<file path="src/rtl/circuit_pipe.sv">
// circuit_pipe: computes z = max/min(a+b, a+c) and x = a*c - (a+b), with optional signed arithmetic.
// Latency: 2 cycles from accept to out_valid. Throughput is 1 transaction per cycle.
// Backpressure: a stalled output holds z/x stable; in_ready drops only when both stages are full and stalled.
module circuit_pipe #(
  parameter int DATAWIDTH = 8,
  parameter bit SIGNED    = 1'b0,
  parameter int CNTWIDTH  = 16
) (
  input  logic                     Clk,
  input  logic                     Rst,
  input  logic                     in_valid,
  output logic                     in_ready,
  input  logic [DATAWIDTH-1:0]     a,
  input  logic [DATAWIDTH-1:0]     b,
  input  logic [DATAWIDTH-1:0]     c,
  input  logic                     mode,
  output logic                     out_valid,
  input  logic                     out_ready,
  output logic [DATAWIDTH-1:0]     z,
  output logic [2*DATAWIDTH-1:0]   x,
  output logic [CNTWIDTH-1:0]      done_cnt
);

  localparam int W  = DATAWIDTH;
  localparam int XW = 2 * DATAWIDTH;

  // Stage 1 holds the sums and the full-width product.
  logic          s1_valid;
  logic [W-1:0]  s1_d;
  logic [W-1:0]  s1_e;
  logic [XW-1:0] s1_f;
  logic          s1_mode;
  logic          s2_valid;

  logic          adv2;
  logic          accept;

  logic [W-1:0]  d_n;
  logic [W-1:0]  e_n;
  logic          a_sx;
  logic          c_sx;
  logic          d_sx;
  logic [XW-1:0] a_ext;
  logic [XW-1:0] c_ext;
  logic [XW-1:0] f_n;
  logic [XW-1:0] d_ext;
  logic          g;
  logic [W-1:0]  z_n;
  logic [XW-1:0] x_n;

  // Carries out of the W-bit sums are intentionally dropped.
  assign d_n = a + b;
  assign e_n = a + c;

  // Extending both operands to 2W bits (sign or zero) makes the truncated
  // unsigned product equal to the signed product modulo 2^(2W).
  assign a_sx  = SIGNED & a[W-1];
  assign c_sx  = SIGNED & c[W-1];
  assign a_ext = {{W{a_sx}}, a};
  assign c_ext = {{W{c_sx}}, c};
  assign f_n   = a_ext * c_ext;

  assign d_sx  = SIGNED & s1_d[W-1];
  assign d_ext = {{W{d_sx}}, s1_d};

  // Stage-2 compare and select; ties pick e, which equals d anyway.
  always_comb begin
    g = 1'b0;
    if (SIGNED) g = $signed(s1_d) > $signed(s1_e);
    else        g = s1_d > s1_e;
    z_n = (g ^ s1_mode) ? s1_d : s1_e;
    x_n = s1_f - d_ext;
  end

  // Stage 1 always moves with stage 2, so one advance term covers both.
  assign adv2      = !s2_valid || out_ready;
  assign in_ready  = Rst && (!s1_valid || adv2);
  assign accept    = in_valid && in_ready;
  assign out_valid = s2_valid;

  // Stage 1: capture operand-derived values on accept; empty out when drained without refill.
  always_ff @(posedge Clk) begin
    if (!Rst) begin
      s1_valid <= 1'b0;
      s1_d     <= '0;
      s1_e     <= '0;
      s1_f     <= '0;
      s1_mode  <= 1'b0;
    end else begin
      if (in_ready) s1_valid <= in_valid;
      if (accept) begin
        s1_d    <= d_n;
        s1_e    <= e_n;
        s1_f    <= f_n;
        s1_mode <= mode;
      end
    end
  end

  // Stage 2: load results only when a valid stage-1 entry advances; bubbles keep old z/x.
  always_ff @(posedge Clk) begin
    if (!Rst) begin
      s2_valid <= 1'b0;
      z        <= '0;
      x        <= '0;
    end else if (adv2) begin
      s2_valid <= s1_valid;
      if (s1_valid) begin
        z <= z_n;
        x <= x_n;
      end
    end
  end

  // Count results taken by the sink; wraps naturally at 2^CNTWIDTH.
  always_ff @(posedge Clk) begin
    if (!Rst) done_cnt <= '0;
    else if (out_valid && out_ready) done_cnt <= done_cnt + 1'b1;
  end

endmodule
</file>
<file path="config.mk">
export PLATFORM = sky130hd
export DESIGN_NAME = circuit_pipe
export DESIGN_NICKNAME = d
export VERILOG_FILES = /design/src/rtl/circuit_pipe.sv
export SDC_FILE = /design/constraint.sdc
export NUM_CORES = 1
export LEC_CHECK = 0
export ABC_AREA = 1
export BUFFER_PORTS_ARGS = -buffer_cell sky130_fd_sc_hd__buf_2
export CAP_MARGIN = 10
export CORE_MARGIN = 2
export CORE_UTILIZATION = 40
export DETAILED_ROUTE_END_ITERATION = 6
export PLACE_DENSITY = 0.69
export SLEW_MARGIN = 20
export SYNTH_ARGS = -nofsm -noshare
export SYNTH_HDL_FRONTEND = slang
export SYNTH_SLANG_ARGS = --single-unit
</file>
<file path="constraint.sdc">
create_clock -name Clk -period 11.8 [get_ports Clk]
set_input_delay 1.18 -clock Clk [delete_from_list [all_inputs] [get_ports Clk]]
set_output_delay 1.18 -clock Clk [all_outputs]
set_load 0.005 [all_outputs]
</file>
==> impl_metrics.csv <==
group,metric,value,unit
clock_network,cts.reportedPaths.clkPinSlew,0.06,ns
sta,hold_slack,0.462,ns
final_layout,multi_input_area,0.00399,mm^2
global_routing,grt_pass1_wl,25200,um
final_layout,most-common-layout-cells,"inv_1 (184), nand2_1 (173), dfxtp_1 (75)",
clock_network,cts_resized,0,
critical_path,slowest_delay,0.55,ns
critical_path,arrival,4.99,ns
final_layout,nNetsFinal,1078,
sta,slew_headroom,0.549,
synthesis,postSynth.asyncResetShare,0,
global_routing,grt_pass1_vias,5330,
critical_path,r2r-start,"out_valid",
critical_path,r2r_end,"s1_f[1]",
placement,dp_hpwl,11300,um
sta,clock.fmax,0.211,GHz
sta,tns,0,ns
critical_path,path_class,"input pin to register",
die,die_x,129,um
global_routing,grt.total_usage,0.188,
synthesis,syn_avg_cell_area,7.13,um^2
synthesis,yosysSeqAreaShare,0.239,
placement,placed_cell_area,0.00682,mm^2
power_and_ir_drop,ir_drop,0.0773,mV
final_layout,n_antenna_cell,0,
run,max_cap_viol_count,0,
die,rows,45,
routing,drc_errors,0,
power_and_ir_drop,leakagePower,3.93,nW
final_layout,seq_area,0.00150,mm^2
die,start_util,0.411,
power_and_ir_drop,cellPowerDensity,152,mW/mm^2
critical_path,worstPathRequired,12.04,ns
critical_path,cpLargestDelayFamily,"adder cells",
clock_network,cts_tree,"built",
die,dieArea,0.0167,mm^2
die,pin_count,71,
critical_path,critPathLaunchType,"input pin",
synthesis,synth_edf_count,0,
synthesis,yosysWarnings,0,
critical_path,crit_start,"a[0]",
placement,gp_congestion,0.857,
synthesis,syn_area,0.00628,mm^2
routing,wl_per_cell,12.8,um
routing,dr.pass1.iters,5,
routing,drt_iter0_drc,319,
sta,setup_viol,0,
clock_network,postCtsHoldBufs,0,
die,die_h,129,um
worst_hold_path,hold_path_depth,2,
critical_path,critPathSlowestCell,"fa_1",
critical_path,r2r_cells,6,
global_routing,grt_overflow,0,
routing,viasPerCell,4.81,
final_layout,layout_commonest_cell,"inv_1",
worst_hold_path,whs_endpoint,"z[7]",
sta,finalCritPeriodShare,0.402,
synthesis,synth_cell_types,39,
critical_path,r2r_slack,9.58,ns
final_layout,drive_above_1_share,0.107,
placement,place_inst,1142,
global_routing,antenna_found_initial,0,
final_layout,final_area,0.00712,mm^2
clock_network,cts_buffers,9,
clock_network,post_cts_buffers,0,
outcome,outcome,"finished, final reports clean",
sta,drv_slew,0,
critical_path,crit_path_end_kind,"register",
synthesis,postSynthCellCount,881,
final_layout,fillerInstances,1590,
sta,hold_viol,0,
routing,drt-total-wl,14800,um
synthesis,syn_nets,1017,
clock_network,cts-root-buf,"clkbuf_16",
clock_network,clk_path_buf_depth,2,
worst_hold_path,worst_hold_path_type,"register to register",
clock_network,clock_sinks,75,
critical_path,critPathMaxFanout,9,
sta,rsz0062_at_grt,"false",
final_layout,area.growth.synth_to_final,13.4,%
die,core_area,0.0153,mm^2
placement,port_buffers,70,
synthesis,synth_seq_cells,75,
global_routing,grt_max_degree,43,
clock_network,htreeDepth,3,
sta,finClkSkew,0.00629,ns
routing,via_count,5565,
critical_path,cp.buffers_inverters,5,
clock_network,clock_latency,0.33,ns
sta,period_minus_slack,4.75,ns
sta,tightestPinTransition,0.676,ns
synthesis,ys.flop_type,"dfxtp_1",
routing,detail-route-antenna-nets,0,
final_layout,fin_cells,1158,
worst_hold_path,min_from,"z[7]",
final_layout,fin_util,0.467,
critical_path,cp_cell_sequence,"buf_2 > nand2_1 > fa_1 > fa_1 > inv_1 > fa_1 > inv_1 > fa_1 > inv_1 > ha_1 > a21oi_1 > nor2_1 > nor2_1 > nand2_1 > a21oi_1 > or2_2 > nand3_1 > nand2_1 > inv_1",
## registers in the layout, indices dropped and copies added, names as in the netlist
signal     cells
done_cnt      16
out_valid      1
s1_d           8
s1_e           8
s1_f          16
s1_mode        1
s1_valid       1
x             16
z              8
## worst max-delay path by stage
stage / end / slack [ns] / depth (start not counted)
5_1_grt: s1_f[14] / 6.77 / 19
3_5_place_dp: s1_f[14] / 6.72 / 19
6_report: s1_f[14] / 7.05 / 19
4_1_cts: s1_f[14] / 7.06 / 19
3_3_place_gp: s1_f[11] / 6.74 / 14
2_1_floorplan: s1_f[14] / 6.92 / 19
## Yosys cell counts, types with 2 or more instances
library cell	n	area [um^2]
o21a_1	2	15.0
clkbuf_1	17	63.8
nand4_1	7	43.8
dfxtp_1	75	1500
o21ai_0	55	275
fa_1	39	781
or2_2	2	12.5
nor2_1	58	218
inv_1	184	691
xnor2_1	5	43.8
o21bai_1	2	15.0
inv_2	2	7.51
xor2_1	17	149
buf_2	3	15.0
nor2_4	2	22.5
a31oi_1	2	12.5
nor3_1	12	60.1
o32ai_1	2	17.5
nand2_1	173	649
nand3_1	63	315
a21o_1	2	15.0
ha_1	68	851
nor2_2	2	12.5
a21oi_1	63	315
o21ai_1	6	30.0
o31ai_1	2	15.0
nor3b_1	2	15.0
nand3b_1	3	22.5
## metal layers
metal,global-route usage,vias to the layer above,share of wire
met2,0.336,95,0.49
met5,0,-,0
li1,-,2898,-
met4,0.0473,0,0.015
met1,0.236,2558,0.46
met3,0.0330,14,0.031
## power breakdown
part / total [mW] / internal [mW] / switching (mW)
registers: 0.301 / 0.282 / 0.0186
logic: 0.502 / 0.192 / 0.310
clock network: 0.281 / 0.170 / 0.111
total: 1.08 / 0.645 / 0.439
## kinds of logic (layout without fill, tap and decap cells)
kind of cell / Yosys count / after routing / synth area share
compound gates: 139 / 139 / 0.117
xor+xnor: 22 / 22 / 0.0307
buf+inv: 208 / 274 / 0.125
flops: 75 / 75 / 0.239
fa+ha+maj: 107 / 107 / 0.260
simple gates: 330 / 330 / 0.228
## area by class of cell
class / instances / area share
flip-flops and latches: 75 / 0.211
inverters: 187 / 0.0986
well taps: 211 / 0.0371
repair buffers: 71 / 0.0503
clock buffers: 11 / 0.0341
multi-input cells: 598 / 0.561
clock inverters: 5 / 0.00861
## per-stage QoR
step | setup slack (ns) | power [mW]
after floorplan | 6.92 | 0.685
after global placement | 6.74 | 0.804
after detailed placement | 6.72 | 0.807
after CTS | 7.06 | 1.09
after global routing | 6.77 | 1.19
final | 7.05 | 1.08
## worst register-to-register path, delay by kind of cell (launching register included)
family,cells,cell delay [ns]
simple gates,3,0.76
compound gates,2,0.54
buf+inv,1,0.44
flops,1,0.35
Note: power is estimated with default switching activity, not from simulation.
